## config.mk

```make
export PLATFORM = sky130hd
export DESIGN_NAME = flt12_to_fixed_flat
export DESIGN_NICKNAME = d
export VERILOG_FILES = /design/src/rtl/flt12_to_fixed_if.sv /design/src/rtl/flt12_to_fixed.sv /design/src/flat_wrapper.sv
export SDC_FILE = /design/constraint.sdc
export NUM_CORES = 1
export LEC_CHECK = 0
export BUFFER_PORTS_ARGS = -buffer_cell sky130_fd_sc_hd__buf_2
export CAP_MARGIN = 0
export CELL_PAD_IN_SITES_DETAIL_PLACEMENT = 0
export CELL_PAD_IN_SITES_GLOBAL_PLACEMENT = 1
export CORE_MARGIN = 3
export CORE_UTILIZATION = 40
export DETAILED_ROUTE_END_ITERATION = 7
export PLACE_DENSITY_LB_ADDON = 0.1
export SYNTH_ARGS = -nofsm -noshare
export SYNTH_HDL_FRONTEND = slang
export SYNTH_SLANG_ARGS = --single-unit
```

## constraint.sdc

```tcl
create_clock -name clk_i -period 3.1 [get_ports clk_i]
set_clock_uncertainty 0.2 [all_clocks]
set_input_delay 0.31 -clock clk_i [delete_from_list [all_inputs] [get_ports clk_i]]
set_output_delay 0.31 -clock clk_i [all_outputs]
set_load 0.02 [all_outputs]
```

## src/rtl/flt12_to_fixed_if.sv

```systemverilog
// Handshake bundle for flt12_to_fixed: float12 in, signed fixed-point word out.
// The slave modport is the converter; the master modport is its environment.
interface flt12_to_fixed_if #(
  parameter int OUT_W = 16
);
  logic             valid_i;
  logic             ready_o;
  logic [11:0]      data_i;
  logic             valid_o;
  logic             ready_i;
  logic [OUT_W-1:0] data_o;
  logic             ovf_o;

  modport slave (
    input  valid_i, data_i, ready_i,
    output ready_o, valid_o, data_o, ovf_o
  );

  modport master (
    output valid_i, data_i, ready_i,
    input  ready_o, valid_o, data_o, ovf_o
  );
endinterface

```

## src/rtl/flt12_to_fixed.sv

```systemverilog
// float12 {sgn, exp[4:0] bias 15, man[5:0]} to saturating signed fixed point, 3-stage pipeline.
// Define FLT12_TO_FIXED_RELU_EN to clamp every negative input to zero.
module flt12_to_fixed #(
  parameter int OUT_W  = 16,
  parameter int FRAC_W = 8
) (
  input  logic clk_i,
  input  logic rst_i,
  flt12_to_fixed_if.slave bus
);
  localparam logic [OUT_W:0] POS_MAX = {2'b00, {(OUT_W-1){1'b1}}};
  localparam logic [OUT_W:0] NEG_MAX = {2'b01, {(OUT_W-1){1'b0}}};
  localparam int             SH_BIG  = OUT_W - 6;

  logic                    adv;
  logic                    v1_q, v2_q, v3_q;
  logic                    sgn1_q, sgn1_d, zero1_q, zero1_d;
  logic [6:0]              mag1_q, mag1_d;
  logic signed [6:0]       sh1_q, sh1_d;
  logic                    sgn2_q;
  logic                    big2_q, big2_d;
  logic [OUT_W:0]          mag2_q, mag2_d;
  logic [6:0]              nsh;
  logic [7:0]              rsh;
  logic [OUT_W-1:0]        data3_q, data3_d;
  logic                    ovf3_q, ovf3_d;

  assign adv         = ~v3_q | bus.ready_i;
  assign bus.ready_o = adv;
  assign bus.valid_o = v3_q;
  assign bus.data_o  = data3_q;
  assign bus.ovf_o   = ovf3_q;

  always_comb begin
    sgn1_d  = bus.data_i[11];
    mag1_d  = {1'b1, bus.data_i[5:0]};
    zero1_d = (bus.data_i[10:6] == '0);
    sh1_d   = 7'(int'(bus.data_i[10:6]) + FRAC_W - 21);
  end

  // Right shifts carry one extra LSB so the last bit shifted out becomes the round bit.
  always_comb begin
    mag2_d = '0;
    big2_d = 1'b0;
    nsh    = 7'(-sh1_q);
    rsh    = {mag1_q, 1'b0} >> nsh;
    if (zero1_q) begin
      mag2_d = '0;
    end else if (!sh1_q[6]) begin
      if (int'(sh1_q) >= SH_BIG) big2_d = 1'b1;
      else mag2_d = {{(OUT_W-6){1'b0}}, mag1_q} << sh1_q[5:0];
    end else if (nsh < 7'd8) begin
      mag2_d = (OUT_W+1)'(rsh[7:1]) + (OUT_W+1)'(rsh[0]);
    end
  end

  always_comb begin
    data3_d = '0;
    ovf3_d  = 1'b0;
    if (!sgn2_q) begin
      if (big2_q || mag2_q > POS_MAX) begin
        data3_d = POS_MAX[OUT_W-1:0];
        ovf3_d  = 1'b1;
      end else begin
        data3_d = mag2_q[OUT_W-1:0];
      end
    end else begin
`ifdef FLT12_TO_FIXED_RELU_EN
      data3_d = '0;
      ovf3_d  = 1'b0;
`else
      if (big2_q || mag2_q > NEG_MAX) begin
        data3_d = NEG_MAX[OUT_W-1:0];
        ovf3_d  = 1'b1;
      end else begin
        data3_d = -mag2_q[OUT_W-1:0];
      end
`endif
    end
  end

  always_ff @(posedge clk_i or posedge rst_i) begin
    if (rst_i) begin
      v1_q    <= 1'b0;
      v2_q    <= 1'b0;
      v3_q    <= 1'b0;
      sgn1_q  <= 1'b0;
      zero1_q <= 1'b0;
      mag1_q  <= '0;
      sh1_q   <= '0;
      sgn2_q  <= 1'b0;
      big2_q  <= 1'b0;
      mag2_q  <= '0;
      data3_q <= '0;
      ovf3_q  <= 1'b0;
    end else if (adv) begin
      v1_q    <= bus.valid_i;
      v2_q    <= v1_q;
      v3_q    <= v2_q;
      sgn1_q  <= sgn1_d;
      zero1_q <= zero1_d;
      mag1_q  <= mag1_d;
      sh1_q   <= sh1_d;
      sgn2_q  <= sgn1_q;
      big2_q  <= big2_d;
      mag2_q  <= mag2_d;
      data3_q <= data3_d;
      ovf3_q  <= ovf3_d;
    end
  end
endmodule

```

## src/flat_wrapper.sv

```systemverilog
// flat-port wrapper written by rule: the top's interface ports become plain ports
module flt12_to_fixed_flat 
#(
  parameter int OUT_W  = 16,
  parameter int FRAC_W = 8
)
  (clk_i, rst_i, bus_valid_i, bus_data_i, bus_ready_i, bus_ready_o, bus_valid_o, bus_data_o, bus_ovf_o);
  flt12_to_fixed_if #(.OUT_W(OUT_W)) bus_i ();
  input  logic clk_i;
  input  logic rst_i;
  input wire logic [$bits(bus_i.valid_i)-1:0] bus_valid_i;
  input wire logic [$bits(bus_i.data_i)-1:0] bus_data_i;
  input wire logic [$bits(bus_i.ready_i)-1:0] bus_ready_i;
  output wire logic [$bits(bus_i.ready_o)-1:0] bus_ready_o;
  output wire logic [$bits(bus_i.valid_o)-1:0] bus_valid_o;
  output wire logic [$bits(bus_i.data_o)-1:0] bus_data_o;
  output wire logic [$bits(bus_i.ovf_o)-1:0] bus_ovf_o;
  assign bus_i.valid_i = bus_valid_i;
  assign bus_i.data_i = bus_data_i;
  assign bus_i.ready_i = bus_ready_i;
  assign bus_ready_o = bus_i.ready_o;
  assign bus_valid_o = bus_i.valid_o;
  assign bus_data_o = bus_i.data_o;
  assign bus_ovf_o = bus_i.ovf_o;
  flt12_to_fixed #(.OUT_W(OUT_W), .FRAC_W(FRAC_W)) u_core (.clk_i(clk_i), .rst_i(rst_i), .bus(bus_i));
endmodule
```

Word-level counts from Yosys, hierarchy flattened
Index checks and enable logic that the tools add are counted.
Widths: inputs -> output; s select.
- multiply operators: 0
- mux-type cells: 13
- reductions and logical operators: 3
- divide/modulo/power cells: 0
- $add $sub $neg: 5
- shift operators: 2
- eq/ne operators: 0
- bitwise operators: 2
- order comparisons: 4
- operator list (kind ; count):
    $mux 17 ; 4
    $mux 16 ; 3
    $gt 17x15->1 const B ; 1
    $gt 17x16->1 const B ; 1
    $shl 7x6->17 ; 1
    $neg 16->16 ; 1
    $add 7x1->8 ; 1
    $shr 8x7->8 ; 1
    $ge 7x5->1 const B ; 1
    $lt 7x4->1 const B ; 1
    $neg 7->7 ; 1
    $sub 7x6->7 const B ; 1
    $add 5x4->6 const B ; 1
    $mux 1 ; 6
    $logic_not 5->1 ; 1
    $logic_or 1x1->1 ; 2
    $not 1->1 ; 1
    $or 1x1->1 ; 1
- register bits: 55
- ROM bits: 0
- bits of input ports: 16
- bits in writable memories: 0
- latch bits: 0
- memories kept: 0
- output and inout port bits: 19
- word-level logic and storage cells: 41

Longest topological paths before layout
Gate-level depths: netlist (run 1).
- depth in word-level cells: 6
- mapped depth: 15
- mapped depth without buffers: 13

Worst setup path after synthesis (run 1)
No wires, ideal clock.
- kind: register -> register
- start point: register u_core.sh1_q[1]
- end point: register u_core.mag2_q[5]
- buffers on the path: 2
- setup slack: -0.260 ns
- stages on the path, launching flop included: 16
- required time: 2.805 ns
- library setup time: 0.095 ns
- arrival: 3.065 ns
- period minus slack after synthesis: 3.360 ns
- cells stage by stage: dfrtp_1 > buf_6 > inv_1 > ha_1 > inv_1 > o311ai_0 > a22oi_4 > nand2_2 > clkbuf_1 > nor2_1 > ha_1 > nor2b_1 > a32oi_1 > nor2_1 > xnor2_1 > o31ai_1
- cells in the longest elaborated chain, start to end: 6
- elaborated cells on any way between the ends: 10
- classes of those cells: add/sub (2); order compare (2); shift (2); mux (4)
- RTL lines (what ; line ; RTL):
    from (decl) ; flt12_to_fixed.sv:19 ; logic signed [6:0] sh1_q, sh1_d;
    from (signal assigned) ; flt12_to_fixed.sv:90 ; sh1_q <= '0;
    from (signal assigned) ; flt12_to_fixed.sv:103 ; sh1_q <= sh1_d;
    $neg 7->7 ; flt12_to_fixed.sv:45 ; nsh = 7'(-sh1_q);
    $shr 8x7->8 ; flt12_to_fixed.sv:46 ; rsh = {mag1_q, 1'b0} >> nsh;
    $add 7x1->8 ; flt12_to_fixed.sv:53 ; mag2_d = (OUT_W+1)'(rsh[7:1]) + (OUT_W+1)'(rsh[0]);
    $mux 17 ; flt12_to_fixed.sv:52 ; end else if (nsh < 7'd8) begin
    $mux 17 (*) ; flt12_to_fixed.sv:49 ; end else if (!sh1_q[6]) begin
    $mux 17 (*) ; flt12_to_fixed.sv:47 ; if (zero1_q) begin
    to (signal assigned) ; flt12_to_fixed.sv:106 ; mag2_q <= mag2_d;
    to (decl) ; flt12_to_fixed.sv:22 ; logic [OUT_W:0] mag2_q, mag2_d;
Every way passes the cells marked *; elsewhere a longest branch is shown, timed or not.
A chain may end at the register's enable or synchronous reset.

Final worst setup path (run 1)
Ends and elaborated chain as after synthesis.

==> out/metrics.cfg, run 1 <==
[logic_synthesis]
ys_warn_count = 0
synth-edff-count = 0
yosysMostFrequentCell = nand2_1
synth_cell_types = 59
synth-async-reset-ratio_pct = 100.0
synth_top_area_share_pct = 37.85
syn_area_per_cell_um2 = 8.152
syn_inst = 446
synth_top_area_cell = dfrtp_1
synth-seq-cells = 55
yosysSeqAreaShare_pct = 37.85
yosys-top-cells-area = dfrtp_1 38%, nand2_1 7.9%, a21oi_1 4.7%
syn_area_mm2 = 0.003636
syn_nets = 473
synthTopCellsByCount = 77 x nand2_1, 55 x dfrtp_1, 37 x nor2_1, 34 x a21oi_1, 26 x o21ai_0
synth_flop_cell = dfrtp_1

[layout]
syn_to_final_growth_pct = 17.14
n_fill_cell = 858
fin_util_pct = 48.60
layout-drive-gt1-share_pct = 16.97
antennaDiodeCount = 0
ff_latch_area_mm2 = 0.001376
nNetsFinal = 521
multi_input_area_mm2 = 0.002127

[clock_network]
h-tree-depth = 2
cts_num_sinks = 55
insertion_delay_ns = 0.33
cts-buffers-inserted = 5
cts_tree = built
clockBufferDepth = 2
cts_root_buf = clkbuf_8
clk_pin_slew_worst_paths_ns = 0.12

[timing]
rsz0062_at_grt = yes
timing.final.crit_share_pct = 96.71
drv_slew = 0
tightest_slew_ns = 0.5760
clock.fmax_mhz = 333.6
hold_violations = 0
finalSetupViolCount = 0
slew-limit-headroom_pct = 61.43
fin_setup_tns_ns = 0
final.min_clock_period_ns = 2.998

[worst_setup_path]
crit_cells = 11
cp-start-kind = register
cpMaxStageDelayCell = or4_4
path_cells = or3_4 > or4_4 > a22oi_4 > nand2_4 > nor2_1 > ha_2 > nor2b_1 > a32oi_2 > nor2_2 > xnor2_1 > o31ai_1
cp_top_family = simple AND/OR/NAND/NOR gates
crit_path_end_kind = register
path_buf_inv = 0
crit_fanout = 5
ff2ff_path_depth = 11
max_stage_delay_ns = 0.44
arrival_ns = 3.03
crit_required_ns = 3.13
path_class = reg2reg

[placement]
dp_hpwl_mm = 7.415
portBuffers = 34
place_congestion = 0.8356

[detailed_routing]
vias = 3396
drc = 0
ant_nets = 0
dr.pass1.iters = 6
routed_via_density = 5.632
drt-total-wl_mm = 10.04
dr.first_iter.drc_count = 239
routedWlPerCell_um = 16.65

[floorplanning]
chipWidth_um = 101.3
start_util_pct = 41.49
io_pins = 35
row_count = 34
core_area_mm2 = 0.008763
die-area_mm2 = 0.01027
fp.dieH_um = 101.3

[global_route]
grt_pass1_vias = 3209
grt_usage_pct = 20.44
antenna_found_initial = 0
grt_overflow_total = 0
grt_start_max_net_pins = 35
grt_pass1_wl_mm = 16.66

[power_and_ir_drop]
power_density_mw_per_mm2 = 846.3
leakage_nw = 1.880
total_power_w = 0.003605
ir_drop_uv = 368.3

[worst_hold_path]
holdPathStages = 4
min_path_type = in2reg

[flow_run]
maxCapViolCount = 0

[status]
outcome = finished clean

## worst reg2reg max path, cell delays in order, from the launching register on
cell     delay [ns]
dfrtp_1        0.42
or3_4          0.41
or4_4          0.44
a22oi_4        0.22
nand2_4        0.09
nor2_1         0.12
ha_2           0.20
nor2b_1        0.16
a32oi_2        0.15
nor2_2         0.14
xnor2_1        0.10
o31ai_1        0.24
## cell families after synthesis
group / synth area share (%)
compound gates: 22.47
xor+xnor: 3.613
fa+ha+maj: 3.785
buf+inv: 4.852
flops: 37.85
mux: 3.063
simple gates: 24.36
## report_power, final
group / internal (W) / total, W / switching [W]
combinational: 0.000792 / 0.00200 / 0.00121
clock: 0.000171 / 0.000452 / 0.000281
sequential: 0.000934 / 0.00115 / 0.000218
total: 0.00190 / 0.00360 / 0.00171
## per-stage QoR
stage / instances / hold WS [ns] / setup WS (ns) / cell area, µm²
2_1_floorplan: 446 / 0.1952 / -0.03894 / 3654
3_3_place_gp: 584 / 0.1442 / 0.1587 / 4014
3_5_place_dp: 584 / 0.1483 / 0.04555 / 4014
4_1_cts: 602 / 0.09624 / 0.003643 / 4217
5_1_grt: 603 / 0.1272 / -0.06489 / 4259
6_report: 603 / 0.09671 / 0.1021 / 4259
## placed cells by master, fill, tap and decap left out, types with 8 or more instances in the layout
cell,instances
a21oi_1,34
buf_2,34
buf_4,24
dfrtp_1,55
dlygate4sd3_1,10
ha_1,8
inv_1,17
mux2i_1,10
nand2_1,77
nand3_1,8
nor2_1,35
nor3_1,19
o21ai_0,25
xnor2_1,11
## sequential cells by signal, summed over array words and instances, names as in the netlist, 7 cells and up
name / count
u_core.mag2_q: 17
u_core.sh1_q: 7
u_core.mag1_q: 7
u_core.bus.data_o: 16
## layer usage
| metal | vias to the layer above | wire (µm) | global-route usage, % |
|---|---|---|---|
| met3 | 11 | 324 | 2.548 |
| met4 | 0 | 104 | 4.908 |
| li1 | 1685 | - | - |
| met1 | 1639 | 5116 | 31.17 |
| met2 | 61 | 4493 | 30.68 |
| met5 | - | 0 | 0 |
## cell type report
class                           count  area share (%)
Inverter                           18           1.586
Multi-Input combinational cell    346           49.94
Sequential cell                    55           32.31
Tap cell                          108           3.173
Timing Repair Buffer               68           10.58
Clock inverter                      3          0.7932
Clock buffer                        5           1.616
## timing repair
| action | CTS | global route |
|---|---|---|
| hold buffers | 10 | 0 |
| gates resized for setup | 0 | 8 |
| buffers inserted | 0 | 1 |
| endpoints found under the hold margin | 30 | 0 |
| setup endpoints to repair | 0 | 4 |
## final timing paths
kind	start	endpoint	slack (ns)
worst max register to register	u_core.sh1_q[1]	u_core.mag2_q[5]	0.10
worst min register to register	u_core.v2_q	u_core.v2_q	0.28
min in group asynchronous	rst_i	u_core.v1_q	0.32
max in group asynchronous	rst_i	u_core.mag2_q[1]	1.54
worst max-delay path	u_core.sh1_q[1]	u_core.mag2_q[5]	0.10
worst min-delay path	bus_data_i[10]	u_core.zero1_q	0.1
Power figures use the tool's default switching activity.
==> run 2, diff against run 1 <==
--- a/config.mk
+++ b/config.mk
@@ -9,6 +9,7 @@
 export CAP_MARGIN = 0
 export CELL_PAD_IN_SITES_DETAIL_PLACEMENT = 0
 export CELL_PAD_IN_SITES_GLOBAL_PLACEMENT = 1
+export CORE_ASPECT_RATIO = 1.5
 export CORE_MARGIN = 3
 export CORE_UTILIZATION = 40
 export DETAILED_ROUTE_END_ITERATION = 7
==> run 2 against run 1 <==
  * Global-route usage about the same
  * Sequential power is essentially flat
  * Non-clock buffer count decreased by 6
  * Utilization is 0.67 points lower
  * Register-to-register slack got worse by 0.07 ns
  * Via count is 0.27% lower
  * Die area increased by 0.23%
  * Combinational power about the same
  * Design area is 0.65% lower
  * Routed wire length increased by 1.5%
  * Critical path depth is the same
==> out/metrics.cfg, run 2 (synthesis gave the netlist of run 1 again) <==
[layout]
syn_to_final_growth_pct = 16.38
antennaDiodeCount = 0
ff_latch_area_mm2 = 0.001376
mostFrequentLayoutCell = nand2_1
fin_util_pct = 47.93
largest_reg_flops = 17
multi_input_area_mm2 = 0.002118
top_register = u_core.mag2_q
layout_common_cells = 77 x nand2_1, 55 x dfrtp_1, 35 x nor2_1
nNetsFinal = 515
layout-drive-gt1-share_pct = 17.38
n_fill_cell = 917

[clock_network]
cts_tree = built
clk_pin_slew_worst_paths_ns = 0.07
cts-buffers-inserted = 5
cts_root_buf = clkbuf_16
insertion_delay_ns = 0.30
h-tree-depth = 2
cts_setup_buffers = 0
clockBufferDepth = 2
cts_num_sinks = 55

[power_and_ir_drop]
leakage_nw = 1.880
p_comb_share_pct = 54.3
swShare_pct = 45.45
total_power_w = 0.003718
p_int_w = 0.002028
p_seq_share_pct = 30.4
ir_drop_uv = 385.1
power_frac_clock_pct = 15.4
power_density_mw_per_mm2 = 878.5
netSwitchingPower_w = 0.001689

[worst_setup_path]
cpMaxStageDelayCell = or4_4
path_buf_inv = 0
cp-start-kind = register
arrival_ns = 3.05
crit_required_ns = 3.08
crit_path_end_kind = register
path_class = reg2reg
path_cells = or3_4 > or4_4 > a22oi_4 > nand2_4 > nor2_1 > ha_2 > nor2b_1 > a32oi_2 > nand3_1 > a21oi_1 > a211o_1
cp_top_family = simple AND/OR/NAND/NOR gates
crit_fanout = 6
max_stage_delay_ns = 0.43

[detailed_routing]
routed_via_density = 5.654
drc = 0
drt-total-wl_mm = 10.19
vias = 3387
routedWlPerCell_um = 17.01
ant_nets = 0
dr.first_iter.drc_count = 155
dr.pass1.iters = 4

[timing]
fin_ws_ns = 0.03469
fin_setup_tns_ns = 0
timing.final.crit_share_pct = 98.88
final.min_clock_period_ns = 3.065
slew-limit-headroom_pct = 37.46
rsz0062_at_grt = yes
drv_slew = 0
tightest_slew_ns = 0.9295
finalSetupViolCount = 0
clock.fmax_mhz = 326.2
hold_violations = 0
whs_ns = 0.005491

[global_route]
antenna_found_initial = 0
grt_usage_pct = 20.47
grt_start_max_net_pins = 31
grt_overflow_total = 0
grt_pass1_wl_mm = 16.76
grt_pass1_vias = 3365

[placement]
dp_hpwl_mm = 7.935
portBuffers = 34
place_ws_ns = 0.1100
place_congestion = 0.8617

[floorplanning]
chipWidth_um = 83.85
core_area_mm2 = 0.008828
die-area_mm2 = 0.01029
row_count = 42
start_util_pct = 41.18
fp.dieH_um = 122.8
io_pins = 35

[flow_run]
maxCapViolCount = 0

[status]
outcome = finished clean

[worst_hold_path]
min_path_type = in2reg

==> run 2: routing by layer <==
| metal | track usage (%) | up-vias | routed length (µm) |
|---|---|---|---|
| met5 | 0 | - | 0 |
| met4 | 9.658 | 0 | 369 |
| met3 | 2.216 | 23 | 240 |
| met2 | 39.74 | 62 | 5644 |
| met1 | 21.86 | 1626 | 3935 |
| li1 | - | 1676 | - |
==> run 2: stage by stage <==
stage / cell area, µm² / cells
after detailed placement: 4031 / 588
after global placement: 4031 / 588
after floorplan: 3654 / 446
final: 4232 / 599
after global routing: 4232 / 599
after CTS: 4205 / 599
==> run 2: power by group through the flow <==
stage               Combinational (W)  Clock [W]  Sequential (W)
floorplan                     0.00125          0         0.00124
CTS                           0.00201   0.000590         0.00113
finish                        0.00202   0.000571         0.00113
global route                  0.00224   0.000614         0.00117
detailed placement            0.00200          0         0.00115
global placement              0.00200          0         0.00114
==> run 2: cell type report <==
| class | instances | share of cell area [%] |
|---|---|---|
| repair buffers | 62 | 9.166 |
| well taps | 110 | 3.253 |
| clock buffers | 5 | 2.957 |
| multi-input cells | 346 | 50.06 |
| inverters | 18 | 1.597 |
| clock inverters | 3 | 0.4435 |
| flip-flops and latches | 55 | 32.53 |
==> run 2: worst min-delay path: cells and delay by family <==
kind / cells / cell delay (ns)
and+or+nand+nor: 2 / 0.09
buffers and inverters: 1 / 0.07
==> run 2: worst paths after layout <==
path                                             end       startpoint  depth (start not counted)  slack, ns
worst max register to register      u_core.mag2_q[3]  u_core.sh1_q[1]                         11       0.03
worst min register to register           u_core.v2_q      u_core.v2_q                          2       0.26
max in group asynchronous           u_core.mag2_q[1]            rst_i                          4       1.50
worst max-delay path                u_core.mag2_q[3]  u_core.sh1_q[1]                         11       0.03
worst min-delay path                u_core.mag1_q[4]    bus_data_i[4]                          3      0.005
min in group asynchronous       u_core.bus.data_o[9]            rst_i                          3       0.40
==> run 2: repair_timing <==
item	4_1_cts	5_1_grt
resized for setup	0	7
hold endpoints to repair	27	0
endpoints found under the setup margin	0	4
hold buffers	3	0
==> run 3, diff against run 2 <==
==> constraint.sdc (replaced) <==
create_clock -name clk_i -period 2.74 [get_ports clk_i]
set_clock_uncertainty 0.2 [all_clocks]
set_input_delay 0.274 -clock clk_i [delete_from_list [all_inputs] [get_ports clk_i]]
set_output_delay 0.274 -clock clk_i [all_outputs]
set_load 0.02 [all_outputs]
==> run 3 against run 2 <==
  * The run now ends with negative setup slack left
  * Routed wire length is 2.3% higher
  * Sequential share of layout area is 3.0 points lower
  * Flip-flop and latch count stayed put
  * Utilization is 4.8 points higher
  * Global-route usage is 0.38 points higher
  * Maximum frequency is 4.4% higher
  * Critical path depth stayed put
  * Via count is 3.2% higher
  * Clock-buffer cell count stayed put
  * Register-to-register slack worse by 0.23 ns
  * Critical endpoint is now u_core.mag2_q[6]
==> out/metrics.cfg, run 3 (synthesis gave the netlist of run 1 again) <==
[status]
outcome = finished with violations
violations = negative setup slack

[placement]
placed_cells = 611
dp_hpwl_mm = 8.201
place_congestion = 0.8569
portBuffers = 34

[detailed_routing]
dr.pass1.iters = 5
dr.first_iter.drc_count = 117
routedWlPerCell_um = 16.47
drt-total-wl_mm = 10.43
ant_nets = 0
routed_via_density = 5.520
vias = 3494
drc = 0

[worst_setup_path]
path_class = reg2reg
cpMaxStageDelayCell = or4_4
arrival_ns = 2.90
crit_required_ns = 2.70
cp-start-kind = register
crit_fanout = 5
crit_path_end_kind = register
path_cells = or3_4 > or4_4 > a22oi_4 > nand2_4 > o21a_1 > nor2_2 > ha_4 > nand2b_1 > nor4_2 > mux2i_1 > o211ai_1
max_stage_delay_ns = 0.43

[flow_run]
maxCapViolCount = 0

[clock_network]
cts_root_buf = clkbuf_16
cts-buffers-inserted = 5
cts_num_sinks = 55
h-tree-depth = 2
cts_tree = built
clockBufferDepth = 2
clk_pin_slew_worst_paths_ns = 0.07
insertion_delay_ns = 0.30

[layout]
layout_common_cells = 77 x nand2_1, 55 x dfrtp_1, 50 x buf_4
top_register = u_core.mag2_q
fin_util_pct = 52.75
fin_cells = 633
nNetsFinal = 549
syn_to_final_growth_pct = 28.08
largest_reg_flops = 17
layout-drive-gt1-share_pct = 23.90
antennaDiodeCount = 0
mostFrequentLayoutCell = nand2_1

[timing]
drv_slew = 0
rsz0062_at_grt = yes
hold_violations = 0
clock.fmax_mhz = 340.6
slew-limit-headroom_pct = 62.73
fin_ws_ns = -0.1961
tightest_slew_ns = 0.5531
whs_ns = 0.1043
finalSetupViolCount = 5
final.min_clock_period_ns = 2.936
timing.final.crit_share_pct = 107.2

[worst_hold_path]
min_path_type = in2reg

[power_and_ir_drop]
power_density_mw_per_mm2 = 983.2
leakage_nw = 2.048
ir_drop_uv = 435.7
total_power_w = 0.004579

[global_route]
grt_start_max_net_pins = 24
antenna_found_initial = 0
grt_overflow_total = 0
grt_usage_pct = 20.85
grt_pass1_vias = 3507
grt_pass1_wl_mm = 17.11

[floorplanning]
core_area_mm2 = 0.008828
chipWidth_um = 83.85
row_count = 42
die-area_mm2 = 0.01029
start_util_pct = 41.18
io_pins = 35
fp.dieH_um = 122.8

-- run 3: cell types whose count changed in the layout (fill, tap and decap cells not counted), moves of 3 or more --
cell           previous run  this run
buf_4                    25        50
dlygate4sd3_1             3        10
o21ai_0                  26        22
o21ai_1                   0         4
ha_4                      0         3
-- run 3: worst max-delay path, delay by kind of cell, from the launching register on --
family / cells / cell delay [ns]
flops: 1 / 0.38
mux: 1 / 0.23
simple gates: 6 / 1.28
fa+ha+maj: 1 / 0.15
compound gates: 3 / 0.54
-- run 3: worst paths after layout --
kind	startpoint	end	slack (ns)	depth (start not counted)
max	u_core.sh1_q[1]	u_core.mag2_q[6]	-0.20	11
min	bus_data_i[8]	u_core.sh1_q[2]	0.10	3
max reg2reg	u_core.sh1_q[1]	u_core.mag2_q[6]	-0.20	11
min reg2reg	u_core.v2_q	u_core.v2_q	0.26	2
max in group asynchronous	rst_i	u_core.mag1_q[5]	1.44	4
min in group asynchronous	rst_i	u_core.bus.data_o[15]	0.28	3
-- run 3: final cells by class --
cell class | count | area, µm²
clock buffers | 5 | 125.1
clock inverters | 3 | 46.29
fillers | 855 | 4172
inverters | 18 | 67.56
multi-input cells | 346 | 2236
flip-flops and latches | 55 | 1376
well taps | 110 | 137.6
repair buffers | 96 | 668.1
-- run 3: what timing repair did --
item	CTS	global route
setup buffers	5	0
pin swaps	8	4
resized for setup	19	11
hold buffers	10	0
endpoints found under the setup margin	6	18
endpoints found under the hold margin	23	0
-- run 3: layer usage --
metal / track usage (%) / routed length, µm
met1: 21.31 / 3898
met2: 41.14 / 5888
met3: 2.149 / 275
met4: 10.97 / 363
met5: 0 / 0
-- run 3: per-stage QoR --
step	area [µm²]	setup TNS (ns)	worst slack, ns
after floorplan	3661	-1.875	-0.3987
after global placement	4212	-0.6000	-0.1572
after detailed placement	4212	-0.8851	-0.2534
after CTS	4609	-0.7141	-0.2187
after global routing	4657	-1.376	-0.4173
final	4657	-0.5348	-0.1961
-- run 3: where the power goes --
group / internal (W) / switching (W)
Sequential: 0.00106 / 0.000196
Combinational: 0.00107 / 0.00150
Clock: 0.000435 / 0.000317
Total: 0.00256 / 0.00202
